`config.mk`:
```
export PLATFORM = sky130hd
export DESIGN_NAME = ebus_pi_agent
export DESIGN_NICKNAME = d
export VERILOG_FILES = /design/src/rtl/ebus_pi_pkg.sv /design/src/rtl/ebus_pi_agent_pi_pend_ctr.sv /design/src/rtl/ebus_pi_agent.sv
export SDC_FILE = /design/constraint.sdc
export NUM_CORES = 1
export LEC_CHECK = 0
export BUFFER_PORTS_ARGS = -buffer_cell sky130_fd_sc_hd__buf_2
export CAP_MARGIN = 20
export CORE_MARGIN = 2
export CORE_UTILIZATION = 35
export DETAILED_ROUTE_END_ITERATION = 10
export PLACE_DENSITY = 0.84
export SETUP_SLACK_MARGIN = 0.4
export SYNTH_ARGS = -nofsm -noshare
export SYNTH_HDL_FRONTEND = slang
export SYNTH_SLANG_ARGS = --single-unit
```
`constraint.sdc`:
```
create_clock -name clk -period 2.7 [get_ports clk]
set_input_delay 0.135 -clock clk [delete_from_list [all_inputs] [get_ports clk]]
set_output_delay 0.135 -clock clk [all_outputs]
set_load 0.005 [all_outputs]
```
`src/rtl/ebus_pi_pkg.sv`:
```
// Shared definitions for the EBUS priority-interrupt agent: FSM states,
// EBUS function codes and PI function codes carried during SELECT.
package ebus_pi_pkg;

  typedef enum logic [2:0] {
    ST_IDLE,
    ST_POLL,
    ST_SEL,
    ST_XFER,
    ST_WAITREL
  } pi_state_t;

  localparam logic [2:0] EBUS_FUNC_POLL   = 3'b001;
  localparam logic [2:0] EBUS_FUNC_SELECT = 3'b010;

  localparam logic [2:0] PI_FN_READ_VECTOR = 3'b001;
  localparam logic [2:0] PI_FN_CLEAR       = 3'b010;

  // Only completed READ_VECTOR and CLEAR services retire a pending interrupt.
  function automatic logic fn_retires(input logic [2:0] fn);
    return (fn == PI_FN_READ_VECTOR) || (fn == PI_FN_CLEAR);
  endfunction

endpackage

```
`src/rtl/ebus_pi_agent_pi_pend_ctr.sv`:
```
// Saturating 2-bit up/down pending-interrupt counter with synchronous clear.
module pi_pend_ctr (
  input  logic       clk,
  input  logic       rst_n,
  input  logic       clr,
  input  logic       inc,
  input  logic       dec,
  output logic [1:0] count
);

  always_ff @(posedge clk) begin
    if (!rst_n) begin
      count <= '0;
    end else if (clr) begin
      count <= '0;
    end else if (inc && !dec) begin
      if (count != 2'd3) count <= count + 2'd1;
    end else if (dec && !inc) begin
      if (count != 2'd0) count <= count - 2'd1;
    end
  end

endmodule

```
`src/rtl/ebus_pi_agent.sv`:
```
// Device-side EBUS PI agent: requests, answers POLL, serves SELECT/XFER.
// Optional watchdog enabled by defining PI_AGENT_TIMEOUT_EN.
module ebus_pi_agent
  import ebus_pi_pkg::*;
#(
  parameter int unsigned PHY_NO  = 0,
  parameter logic [35:0] VECTOR  = 36'o0,
  parameter int unsigned TMO_CYC = 255
) (
  input  logic        clk,
  input  logic        RESET_N,
  input  logic        dev_irq,
  input  logic        cono_wr,
  input  logic [0:17] cono_data,
  input  logic        ebus_demand,
  input  logic [0:2]  ebus_func,
  input  logic [0:2]  ebus_pi_lvl,
  input  logic [0:35] ebus_data_in,
  output logic [1:7]  pi_out,
  output logic [0:35] ebus_data_out,
  output logic        ebus_drive,
  output logic        ebus_xfer,
  output logic [0:2]  pia,
  output logic [0:1]  pending,
  output logic        tmo
);

  localparam logic [3:0] PHY = 4'(PHY_NO);

  pi_state_t  state, state_n;
  logic [2:0] pia_q;
  logic       en_q;
  logic [2:0] fn_q;
  logic [1:0] pend_cnt;
  logic       cono_clr;
  logic       req;
  logic       dec;
  logic       sel_hit;
  logic       tmo_hit;
  logic       unused_bits;

  assign unused_bits = ^{cono_data[0:12], ebus_data_in[0:2], ebus_data_in[6],
                         ebus_data_in[11:35]};

  assign cono_clr = cono_wr && cono_data[13];
  assign sel_hit  = ebus_demand && (ebus_func == EBUS_FUNC_SELECT) &&
                    (ebus_data_in[7:10] == PHY);
  assign req      = en_q && (pend_cnt != 2'd0) && (pia_q != 3'd0) &&
                    ((state == ST_IDLE) || (state == ST_POLL));
  assign pia      = pia_q;
  assign pending  = pend_cnt;

  pi_pend_ctr u_pend (
    .clk   (clk),
    .rst_n (RESET_N),
    .clr   (cono_clr),
    .inc   (dev_irq),
    .dec   (dec),
    .count (pend_cnt)
  );

  // CONO is accepted in any state; the state term in req defers its effect.
  always_ff @(posedge clk) begin
    if (!RESET_N) begin
      state <= ST_IDLE;
      pia_q <= '0;
      en_q  <= 1'b0;
      fn_q  <= '0;
    end else begin
      state <= state_n;
      if (cono_wr) begin
        pia_q <= cono_data[15:17];
        en_q  <= cono_data[14];
      end
      if ((state == ST_POLL) && sel_hit) fn_q <= ebus_data_in[3:5];
    end
  end

  always_comb begin
    state_n       = state;
    dec           = 1'b0;
    ebus_xfer     = 1'b0;
    ebus_drive    = 1'b0;
    ebus_data_out = '0;
    case (state)
      ST_IDLE: begin
        if (ebus_demand && (ebus_func == EBUS_FUNC_POLL) &&
            (ebus_pi_lvl == pia_q) && req)
          state_n = ST_POLL;
      end
      ST_POLL: begin
        ebus_drive            = 1'b1;
        ebus_data_out[PHY_NO] = 1'b1;
        if (!ebus_demand)                        state_n = ST_IDLE;
        else if (ebus_func == EBUS_FUNC_SELECT)  state_n = sel_hit ? ST_SEL : ST_IDLE;
      end
      ST_SEL: state_n = ST_XFER;
      ST_XFER: begin
        ebus_xfer  = 1'b1;
        ebus_drive = 1'b1;
        if (fn_q == PI_FN_READ_VECTOR) ebus_data_out = VECTOR;
        if (!ebus_demand) begin
          state_n = ST_WAITREL;
          dec     = fn_retires(fn_q);
        end
      end
      ST_WAITREL: state_n = ST_IDLE;
      default:    state_n = ST_IDLE;
    endcase
    if (tmo_hit) begin
      state_n = ST_WAITREL;
      dec     = 1'b0;
    end
  end

  always_comb begin
    pi_out = '0;
    for (int unsigned i = 1; i <= 7; i++)
      if (req && (pia_q == 3'(i))) pi_out[i] = 1'b1;
  end

`ifdef PI_AGENT_TIMEOUT_EN
  logic [7:0] tmo_cnt;
  logic       tmo_q;

  assign tmo_hit = ((state == ST_POLL) || (state == ST_XFER)) &&
                   (tmo_cnt == 8'(TMO_CYC));
  assign tmo     = tmo_q;

  // Counter holds through SEL so the whole service is bounded.
  always_ff @(posedge clk) begin
    if (!RESET_N) begin
      tmo_cnt <= '0;
      tmo_q   <= 1'b0;
    end else begin
      if (state == ST_IDLE)                             tmo_cnt <= '0;
      else if ((state == ST_POLL) || (state == ST_XFER)) tmo_cnt <= tmo_cnt + 8'd1;
      if (cono_clr)     tmo_q <= 1'b0;
      else if (tmo_hit) tmo_q <= 1'b1;
    end
  end
`else
  logic unused_tmo;
  assign unused_tmo = ^8'(TMO_CYC);
  assign tmo_hit    = 1'b0;
  assign tmo        = 1'b0;
`endif

endmodule

```
==> results of run 1 <==
[sequential cells by signal, indices dropped and copies added (netlist names)]
signal	cells
fn_q	3
u_pend.count	2
pia	3
en_q	1
state	3
[cell families (layout without fill, tap and decap cells)]
kind of cell           after synthesis  after routing
buffers and inverters               42             45
XOR/XNOR                             3              3
flip-flops                          12             12
AO/OA/AOI/OAI                       12             12
multiplexers                         7              7
other                                1             36
AND/OR/NAND/NOR                     46             46
[worst paths after layout]
kind,endpoint,slack (ns),depth (start not counted)
setup / recovery,u_pend.count[0],1.14,4
hold / removal,fn_q[0],0.08,3
setup reg to reg,u_pend.count[0],1.14,4
hold reg to reg,fn_q[0],0.53,2
[power by group through the flow]
stage               Sequential [mW]  Clock [mW]  Combinational, mW
finish                        0.190       0.143             0.0636
global route                  0.191       0.157             0.0727
global placement              0.194           0             0.0619
CTS                           0.190       0.148             0.0632
detailed placement            0.194           0             0.0629
floorplan                     0.191           0             0.0755
[synthesized netlist by cell type, types with 3 or more instances]
cell type	instances	area, um2
nand3_1	3	15.0
inv_1	3	11.3
mux2i_1	7	70.1
nor3b_1	3	22.5
nor3_1	6	30.0
a21oi_1	4	20.0
buf_4	36	270
dfxtp_1	12	240
nor2_1	15	56.3
nand2b_1	3	18.8
nand2_1	4	15.0
[cell type report]
class	instances	share of cell area
clock buffer	4	0.0330
inverter	4	0.0137
multi-input combinational	104	0.531
sequential	12	0.219
tap	31	0.0353
timing repair buffer	37	0.169
[worst max-delay path, cell delays in order, from the launching register on]
cell and delay (ns):
dfxtp_1 0.47, nand4bb_4 0.17, or4_1 0.48, and3_1 0.17
o21a_1 0.17
[routing by layer]
layer	wire length, um	part of all wire	vias up	track usage
met1	838	0.44	380	0.146
met3	207	0.11	2	0.0431
met5	0	0	-	0
met4	14	0.0073	0	0.0299
met2	849	0.44	47	0.184
li1	-	-	426	-
==> results, run 1 <==
- The first-pass GRT wire length is approximately 3.0 mm.
- In this run the clock root is driven by a clkbuf_4.
- The via count is roughly 860.
- The number of buffers added on ports is 37.
- In the layout the commonest cells are buf_2 (37), conb_1 (36), nor2_1 (15).
- After synthesis, the largest family of logic cells by area is buffers and inverters.
- Once layout is done, the placed cells without fillers occupy about 0.0011 mm2.
- The clock power share is 0.361.
- Among all flip-flop cells after synthesis, the most frequent one is dfxtp_1.
- The routed wirelength normalized by instance count is 9.95 um.
- CTS saw 12 sinks.
- TritonCTS built the clock tree.
- Counting flops with an async set or reset pin after synthesis yields a share of 0.
- The count of final max-slew check failures is 0.
- The worst-skew pair later-pin latency is 0.28 ns.
- Clock-pin slew was measured on the worst setup and hold paths at ~0.08 ns.
- The layout cell share with drive strength beyond 1 is 0.273.
- The final period utilization is 0.578.
- In this run the post-CTS setup repair buffer count came out at 0.
- The initial standard-cell utilization of the core is 0.363.
- The post-synthesis sequential element count is 12.
- The share of the synthesized netlist area taken by xor and xnor gates is 0.0267.
- The number of antenna violations at the first check in global routing is 0.
- The top-level port count is about 120.
- In the final layout, the multi-input gates occupy ~600 um2.
- The critical path is of the register to register type.
- The gate count of the mapped netlist is between 100 and 150.
- The pin count of the biggest net entering global routing is 10.
- The region available for standard cell placement spans between 0.002 and 0.003 mm2.
- After synthesis, the netlist uses 33 different library cells.
- The setup clock skew after layout is about 0.0072 ns.
- The Yosys step of the flow raised 0 warnings.
- The library cell used most frequently in the layout, excluding fill and tap cells, is buf_2.
- Gates resized during post-CTS repair numbered 0.
- The number of synthesized flops with an enable pin is 0.
- Setup repair after global routing left no endpoint under its margin.
- The worst path in the final design needs a cycle of 1.56 ns, including I/O delays and setup.
- The flow ran to the end, and the final reports show no timing, DRC or antenna violations.
- The startpoint identified for the worst register-to-register timing path is state[1].
- The count of final setup violators is 0.
- The congestion estimate from routability-driven global placement came to around 0.66.
- The worst hold path begins at ebus_data_in[5].
- The post-synthesis compound-gate area fraction is 0.0864.
- Of the total power, the share spent switching nets is 0.264.
- The final worst-path setup slack is between 1 and 1.5 ns.
- After the last flow step, the layout net total stands at approximately 230.
- Setup total negative slack on the finished layout was measured at 0 ns.
- The worst setup path is captured at a register.
- The number of rows created at floorplan is 19.
- Fill cells in the final layout number 299.
- The DRC violation count after routing is 0.
- The multiplexer area fraction after synthesis is 0.0712.
- The tool flagged a number of max-cap violations equal to 0.
- CTS built an H-tree with a depth of 1.
- The vertical die dimension is between 50 and 60 um.
- The synthesized area divided by synthesized cell count is 8.01 um2.
- The post-synthesis adder-cell area fraction is 0.
- The power per standard cell area is between 300 and 400 mW/mm2.
- For the worst setup path, the data arrival time is 1.73 ns.
- The iteration-0 DRC count of the detailed router is 21.
- The maximum frequency from static timing analysis is approximately 640 MHz.
- The class of the most critical hold timing path is input pin to register.
- Final hold analysis gives a worst-case slack of roughly 0.084 ns.
- The via count of the first global-routing pass is around 700.
- For this design the static power due to leakage is approximately 0.57 nW.
- The x dimension of the die is between 50 and 60 um.
- From synthesis to final layout, the design area changed by 11.6%.
- The maximum root-to-sink buffer count is 2.
- The simple-gate portion of the synthesized area is 0.271.
- The relative contribution of combinational cells to total power is 0.160.
- The share of the yosys chip area belonging to registers is 0.244.
- Summing all placed instances gives a cell area of 0.00106 mm2.
- The switching power summed over all nets is ~100 uW.
- 0 antenna diodes ended up in the layout.
- For this run, the share of the core covered by cells in the final layout is 0.405.
- The number of buffers inserted during clock tree synthesis is 3.
- Internal power comes to slightly below 300 uW.
- Total power for the finished layout comes to a little under 400 uW.
- The total global routing overflow is 0.
- Of all nets on the critical path, the largest fanout is 6.
- The worst slack at placement is ~1.1 ns.
- The number of antenna-violating nets in the routed design is 0.
- STA puts the critical path data required time at 2.87 ns.
- Summed over all layers, the routed wires come to roughly 1.9 mm.
- The pre-antenna-repair detailed-routing pass consisted of 4 iterations.
- For this design, the CTS-stage hold fixing added 0 buffers.
- After detailed routing, the number of vias per cell comes to 4.45.
- The die outline area is ~0.0033 mm2.
- The most critical setup path has its startpoint at state[1].
- After detailed placement, the design holds a cell count of 188.
- Of the total power, registers draw 0.478.
- The mapped netlist covers slightly below 0.001 mm2.
- The sequential cell area is 240 um2.
- The overall track demand over capacity in global routing is 0.115.
- IR analysis of the VDD net gives a maximum drop of about 0.00042 V.
- The number of hold-slack violations in the final timing report came to 0.
- The sort of element at the start of the critical path is a register.
- The placed wire-length estimate is between 1.5 and 2 mm.
- The final cell count without fillers is ~190.
(Power assumes the default switching activity.)
==> run 2, diff against run 1 <==
--- a/config.mk
+++ b/config.mk
@@ -8,9 +8,9 @@
 export BUFFER_PORTS_ARGS = -buffer_cell sky130_fd_sc_hd__buf_2
 export CAP_MARGIN = 20
 export CORE_MARGIN = 2
-export CORE_UTILIZATION = 35
+export CORE_UTILIZATION = 33
 export DETAILED_ROUTE_END_ITERATION = 10
-export PLACE_DENSITY = 0.84
+export PLACE_DENSITY = 0.8
 export SETUP_SLACK_MARGIN = 0.4
 export SYNTH_ARGS = -nofsm -noshare
 export SYNTH_HDL_FRONTEND = slang
==> constraint.sdc (replaced) <==
create_clock -name clk -period 1.5 [get_ports clk]
set_input_delay 0.075 -clock clk [delete_from_list [all_inputs] [get_ports clk]]
set_output_delay 0.075 -clock clk [all_outputs]
set_load 0.005 [all_outputs]
==> results, run 2 (synthesis results as in run 1) <==
- The number of hold-slack violations in the final timing report is 0 (unchanged).
- The type of element capturing the critical path is a register.
- The first-pass GRT wire length is 3.39 mm (+14%).
- The met3 wire length is 175 um (-15%).
- The via count is 886 (+3.6%).
- The count of final setup violators is 0 (unchanged).
- The finished layout cell area came to 0.00127 mm2 (+16%).
- The footprint of the multi-input gates was 667 um2 (+14%).
- The mean number of vias per cell was 4.45 (about the same).
- The setup clock skew after layout came to 0.00144 ns (-0.00574 ns).
- The number of antenna violations at the first check in global routing is 0 (unchanged).
- The core utilization of the finished layout is 0.454 (+0.0487).
- Leaving out fill and tap cells, the most frequent cells in the layout are conb_1 (36), buf_2 (36), nor2_1 (13).
- The number of antenna-violating nets in the routed design was 0 (unchanged).
- In this run the worst hold path is classified as input pin to register.
- The placed wire-length estimate is 1.60 mm (+1.7%).
- The number of buffers added on ports is 37 (unchanged).
- The standard cell area after detailed placement is 0.00108 mm2 (+1.4%).
- The maximum frequency from static timing analysis was 687 MHz (+7.1%).
- The x dimension of the die is 58.6 um (+2.8%).
- The number of inserted filler cells in the final layout is 297 (-0.67%).
- The arrival time of the worst setup path is 1.63 ns (-0.10 ns).
- The top metal layer carrying routed signals is met4.
- The number of rows created at floorplan came to 19 (unchanged).
- The final wirelength is 2.20 mm (+15%).
- The number of buffers inserted during clock tree synthesis is 3 (unchanged).
- The total global routing overflow is 0 (unchanged).
- The final cell count without fillers was 199 (+3.6%).
- The vertical die dimension was 58.6 um (+2.8%).
- The post-route worst hold slack came to 0.0311 ns (-0.0526 ns).
- The slew at the pin closest to its max-slew limit is around 0.52 ns.
- The leakage power of the design was 0.621 nW (+8.5%).
- The count of hold buffers inserted by post-cts repair is 0 (unchanged).
- The number of nets in the final layout is 234 (+3.1%).
- The minimum clock period after layout came to 1.46 ns (-0.103 ns).
- The growth of design area from synthesis to finish is 29.4%.
- The maximum vdd ir drop was 0.000309 V (-26%).
- The power per standard cell area is 567 mW/mm2 (+57%).
- The maximum root-to-sink buffer count is 2 (unchanged).
- The gate family responsible for the most delay along the worst path is simple AND/OR/NAND/NOR gates.
- The final weighted congestion in routability-driven placement is 0.784 (+18%).
- The via count of the first global-routing pass is 795 (+14%).
- The placeable core area is 0.00281 mm2 (+3.5%).
- The sequential cell area is 258 um2 (+7.3%).
- The final reports fail on DRC.
- The final setup TNS is 0 ns (unchanged).
- The total met2 wirelength after detailed routing came to 1.10 mm (+29%).
- The overall track demand over capacity in global routing was 0.127 (+0.0125).
- The TritonCTS sink count is 12 (unchanged).
- The sort of element at the start of the critical path is a register.
- The number of max-capacitance violations reported was 0 (unchanged).
- The TritonCTS clock tree is built.
- The flow ran to the end, but the final reports show violations.
- The DRC violation count after routing is 8 (+8).
- The iteration count of the initial detailed-routing pass is 7 (+3).
- The top-level port count is 116 (unchanged).
- The iteration-0 DRC count of the detailed router is 36 (+71%).
- The pin count of the biggest net entering global routing was 10 (unchanged).
- The routed wirelength normalized by instance count came to 11.1 um (+11%).
- The data required time at the worst endpoint was 1.67 ns (-1.20 ns).
- The maximum fanout count along the critical path was 4 (-2).
- The met1 wire length is 921 um (+9.9%).
- Walking the worst path, the cells encountered are nand4bb_4, or4_1, and3_1, o21a_1.
- The number of H-tree branching levels is 1 (unchanged).
- The initial standard-cell utilization of the core is 0.351 (-0.0123).
- The worst slew margin relative to its limit is 0.646.
- The antenna diode instance count is 0 (unchanged).
- The sum of buffers and inverters on the critical path is 0 (unchanged).
- The layout cell share with drive strength beyond 1 was 0.417 (+0.143).
- The total instance count after detailed placement is 189 (+0.53%).
- The clock edge transition at the registers on the reported setup and hold paths came to 0.08 ns (about the same).
- The category of the critical setup timing path is register to register.
- Setup repair after global routing could not meet its margin everywhere.
- Clock tree synthesis selected as its root buffer the cell clkbuf_4.
- The final period utilization was 0.971 (+0.393).
- The slowest stage cell on the critical path is or4_1.
- The worst-skew pair later-pin latency was 0.27 ns (about the same).
- The critical path's largest stage delay was 0.47 ns (about the same).
- The count of final max-slew check failures is 0 (unchanged).
- The die outline area is 0.00344 mm2 (+5.6%).
## run 2: changes by cell type in the layout (fill, tap and decap cells not counted), moves of 3 or more
cell     change
dfxtp_2      +5
nor3_1       -3
buf_6        +5
dfxtp_1      -8
nor3_2       +3
dfxtp_4      +3
buf_4        +3
## run 2: routing by layer
layer | track usage | vias to the layer above
met3 | 0.0396 | 2
met4 | 0.0195 | 0
met2 | 0.222 | 46
met1 | 0.157 | 400
met5 | 0 | -
li1 | - | 438
## run 2: final cells by class
cell class	count	share of cell area
clock buffers	4	0.0285
inverters	4	0.0118
multi-input cells	104	0.524
flip-flops and latches	12	0.202
well taps	31	0.0305
repair buffers	44	0.203
## run 2: worst paths after layout
kind / start / end / slack (ns) / cells after the start
worst min-delay path: ebus_data_in[5] / fn_q[0] / 0.03 / 3
worst max-delay path: state[2] / u_pend.count[0] / 0.04 / 4
worst min register to register: state[1] / state[1] / 0.53 / 2
worst max register to register: state[2] / u_pend.count[0] / 0.04 / 4
## run 2: worst register-to-register path: stages, from the launching register on
cell and delay, ns:
dfxtp_2 0.33, nand4bb_4 0.21, or4_1 0.47, and3_1 0.17, o21a_1 0.17
## run 2: report_power, final
part	internal [mW]	switching [mW]
Sequential	0.324	0.0160
Combinational	0.0549	0.0693
Clock	0.148	0.110
## run 2: what timing repair did
item / 4_1_cts / 5_1_grt
gates resized for setup: 16 / 16
buffers inserted: 3 / 3
setup endpoints to repair: 15 / 17
pin swaps: 5 / 5
## run 2: through the flow
stage / setup WS [ns] / total power [mW]
detailed placement: 0.0506 / 0.464
global placement: 0.0569 / 0.461
global route: -0.0185 / 0.776
CTS: 0.0481 / 0.726
finish: 0.0434 / 0.722
floorplan: 0.0677 / 0.482
==> run 3, diff against run 2 <==
==> constraint.sdc (replaced) <==
create_clock -name clk -period 1.5 [get_ports clk]
set_input_delay 0.075 -clock clk [delete_from_list [all_inputs] [get_ports clk]]
set_output_delay 0.075 -clock clk [all_outputs]
set_load 0.1 [all_outputs]
==> results, run 3 (synthesis results as in run 1) <==
- The maximum root-to-sink buffer count was 2 (unchanged).
- The count of final setup violators was 1 (+1).
- The power per standard cell area is 769 mW/mm2 (+36%).
- The number of buffers inserted during clock tree synthesis is 3 (unchanged).
- The count of hold buffers inserted by post-cts repair came to 0 (unchanged).
- The setup clock skew after layout is 0.00419 ns (+0.00275 ns).
- The final worst-path setup slack was -0.00821 ns (-0.0516 ns).
- The pin count of the biggest net entering global routing is 10 (unchanged).
- The clock edge transition at the registers on the reported setup and hold paths is 0.09 ns (about the same).
- Leaving out fill and tap cells, the most frequent cells in the layout are conb_1 (36), buf_2 (22), buf_6 (11).
- The count of final max-slew check failures is 0 (unchanged).
- The TritonCTS clock tree is built.
- The leakage power of the design was 0.688 nW (+11%).
- The final period utilization is 1.01 (+0.0344).
- The standard cell area after detailed placement is 0.00134 mm2 (+24%).
- The clock tree root driver cell is clkbuf_4.
- The arrival time of the worst setup path is 1.43 ns (-0.20 ns).
- The worst hold path belongs to the class input pin to register.
- The flow ran to the end, but the final reports show violations.
- The first-pass GRT wire length is 3.63 mm (+7.1%).
- The top-level port count is 116 (unchanged).
- The total instance count after detailed placement came to 194 (+2.6%).
- The number of max-capacitance violations reported was 0 (unchanged).
- The x dimension of the die is 58.6 um (unchanged).
- The via count is 910 (+2.7%).
- The type of element capturing the critical path is an output port.
- The final cell count without fillers was 204 (+2.5%).
- The sequential group share of total power came to 0.290 (-0.181).
- The iteration count of the initial detailed-routing pass is 7 (unchanged).
- The iteration-0 DRC count of the detailed router is 13 (-64%).
- The final wirelength came to 2.41 mm (+9.2%).
- The number of antenna violations at the first check in global routing is 0 (unchanged).
- The checks that failed: DRC, setup timing.
- The number of antenna-violating nets in the routed design came to 0 (unchanged).
- The switching power summed over all nets was 640 uW (+230%).
- The number of inserted filler cells in the final layout is 246 (-17%).
- The via count of the first global-routing pass is 812 (+2.1%).
- The overall track demand over capacity in global routing was 0.140 (+0.0124).
- STA classifies the critical path startpoint as a register.
- The data required time at the worst endpoint is 1.42 ns (-0.25 ns).
- The maximum vdd ir drop is 0.000474 V (+53%).
- The clock power share came to 0.226 (-0.131).
- The internal power component was 542 uW (+2.8%).
- The relative contribution of combinational cells to total power is 0.484 (+0.312).
- The layout cell share with drive strength beyond 1 came to 0.457 (+0.0400).
- The antenna diode instance count came to 0 (unchanged).
- The maximum frequency from static timing analysis was 663 MHz (-3.4%).
- The minimum clock period after layout came to 1.51 ns (+0.0516 ns).
- The final weighted congestion in routability-driven placement is 0.798 (+1.8%).
- The initial standard-cell utilization of the core was 0.351 (unchanged).
- The finished layout cell area is 0.00154 mm2 (+21%).
- The vertical die dimension was 58.6 um (unchanged).
- The total global routing overflow is 0 (unchanged).
- The die outline area was 0.00344 mm2 (unchanged).
- The core utilization of the finished layout came to 0.548 (+0.0937).
- The fraction of power spent switching nets was 0.542 (+0.271).
- The number of nets in the final layout is 239 (+2.1%).
- Setup repair after global routing could not meet its margin everywhere.
- The growth of design area from synthesis to finish is 56.0%.
- The number of rows created at floorplan came to 19 (unchanged).
- The worst slack at placement was 0.0775 ns (+0.0269 ns).
- The routed wirelength normalized by instance count is 11.8 um (+6.5%).
- The worst-skew pair later-pin latency was 0.28 ns (about the same).
- The critical path is of the register to output port type.
- The placed wire-length estimate is 1.79 mm (+12%).
- The number of buffers added on ports was 37 (unchanged).
- The placeable core area is 0.00281 mm2 (unchanged).
- The DRC violation count after routing is 5 (-3).
- The maximum fanout count along the critical path is 4 (unchanged).
- The post-route worst hold slack is 0.0289 ns (-0.00217 ns).
- The number of hold-slack violations in the final timing report is 0 (unchanged).
- The library cell used most frequently in the layout, excluding fill and tap cells, is conb_1.
- The post-route total power is 1.18 mW (+64%).
- The number of H-tree branching levels is 1 (unchanged).
- The mean number of vias per cell came to 4.46 (+0.19%).
- The TritonCTS sink count is 12 (unchanged).
- The final setup TNS is -0.00821 ns (-0.00821 ns).
## run 3: changes by cell type in the layout (fill, tap and decap cells not counted), sizes merged
cell / before / now
buf: 44 / 49
## run 3: path summary, 6_finish.rpt
| check | start | endpoint | slack (ns) | depth (start not counted) |
|---|---|---|---|---|
| worst max-delay path | state[1] | pi_out[4] | -0.008 | 6 |
| worst min-delay path | ebus_data_in[3] | fn_q[2] | 0.03 | 3 |
| worst max register to register | state[1] | u_pend.count[0] | 0.04 | 5 |
| worst min register to register | en_q | en_q | 0.54 | 2 |
## run 3: power groups by stage
stage	sequential, mW	clock [mW]	combinational (mW)
floorplan	0.396	0	0.529
global placement	0.350	0	0.549
detailed placement	0.350	0	0.551
CTS	0.342	0.275	0.563
global route	0.345	0.284	0.590
finish	0.342	0.267	0.572
## run 3: routing by layer
layer,part of all wire,up-vias,global-route usage
met4,0.011,0,0.0682
met5,0,-,0
met3,0.069,2,0.0198
li1,-,452,-
met1,0.37,416,0.163
met2,0.55,40,0.249
## run 3: area by class of cell
class / count / area [um2] / area share
Sequential cell: 12 / 260 / 0.169
Clock buffer: 4 / 36.3 / 0.0236
Timing Repair Buffer: 49 / 479 / 0.312
Tap cell: 31 / 38.8 / 0.0252
Inverter: 4 / 15.0 / 0.00977
Multi-Input combinational cell: 104 / 707 / 0.460
## run 3: timing repair
action,in CTS,in global routing
resized for setup,23,12
buffers inserted,4,2
pin swaps,8,3
endpoints found under the setup margin,21,19
## run 3: critical path, cell delays in order, from the launching register on
cell and delay, ns:
dfxtp_2 0.33, buf_6 0.11, nor2_4 0.10, nand4_1 0.11
buf_6 0.16, nor3_4 0.14, buf_12 0.20
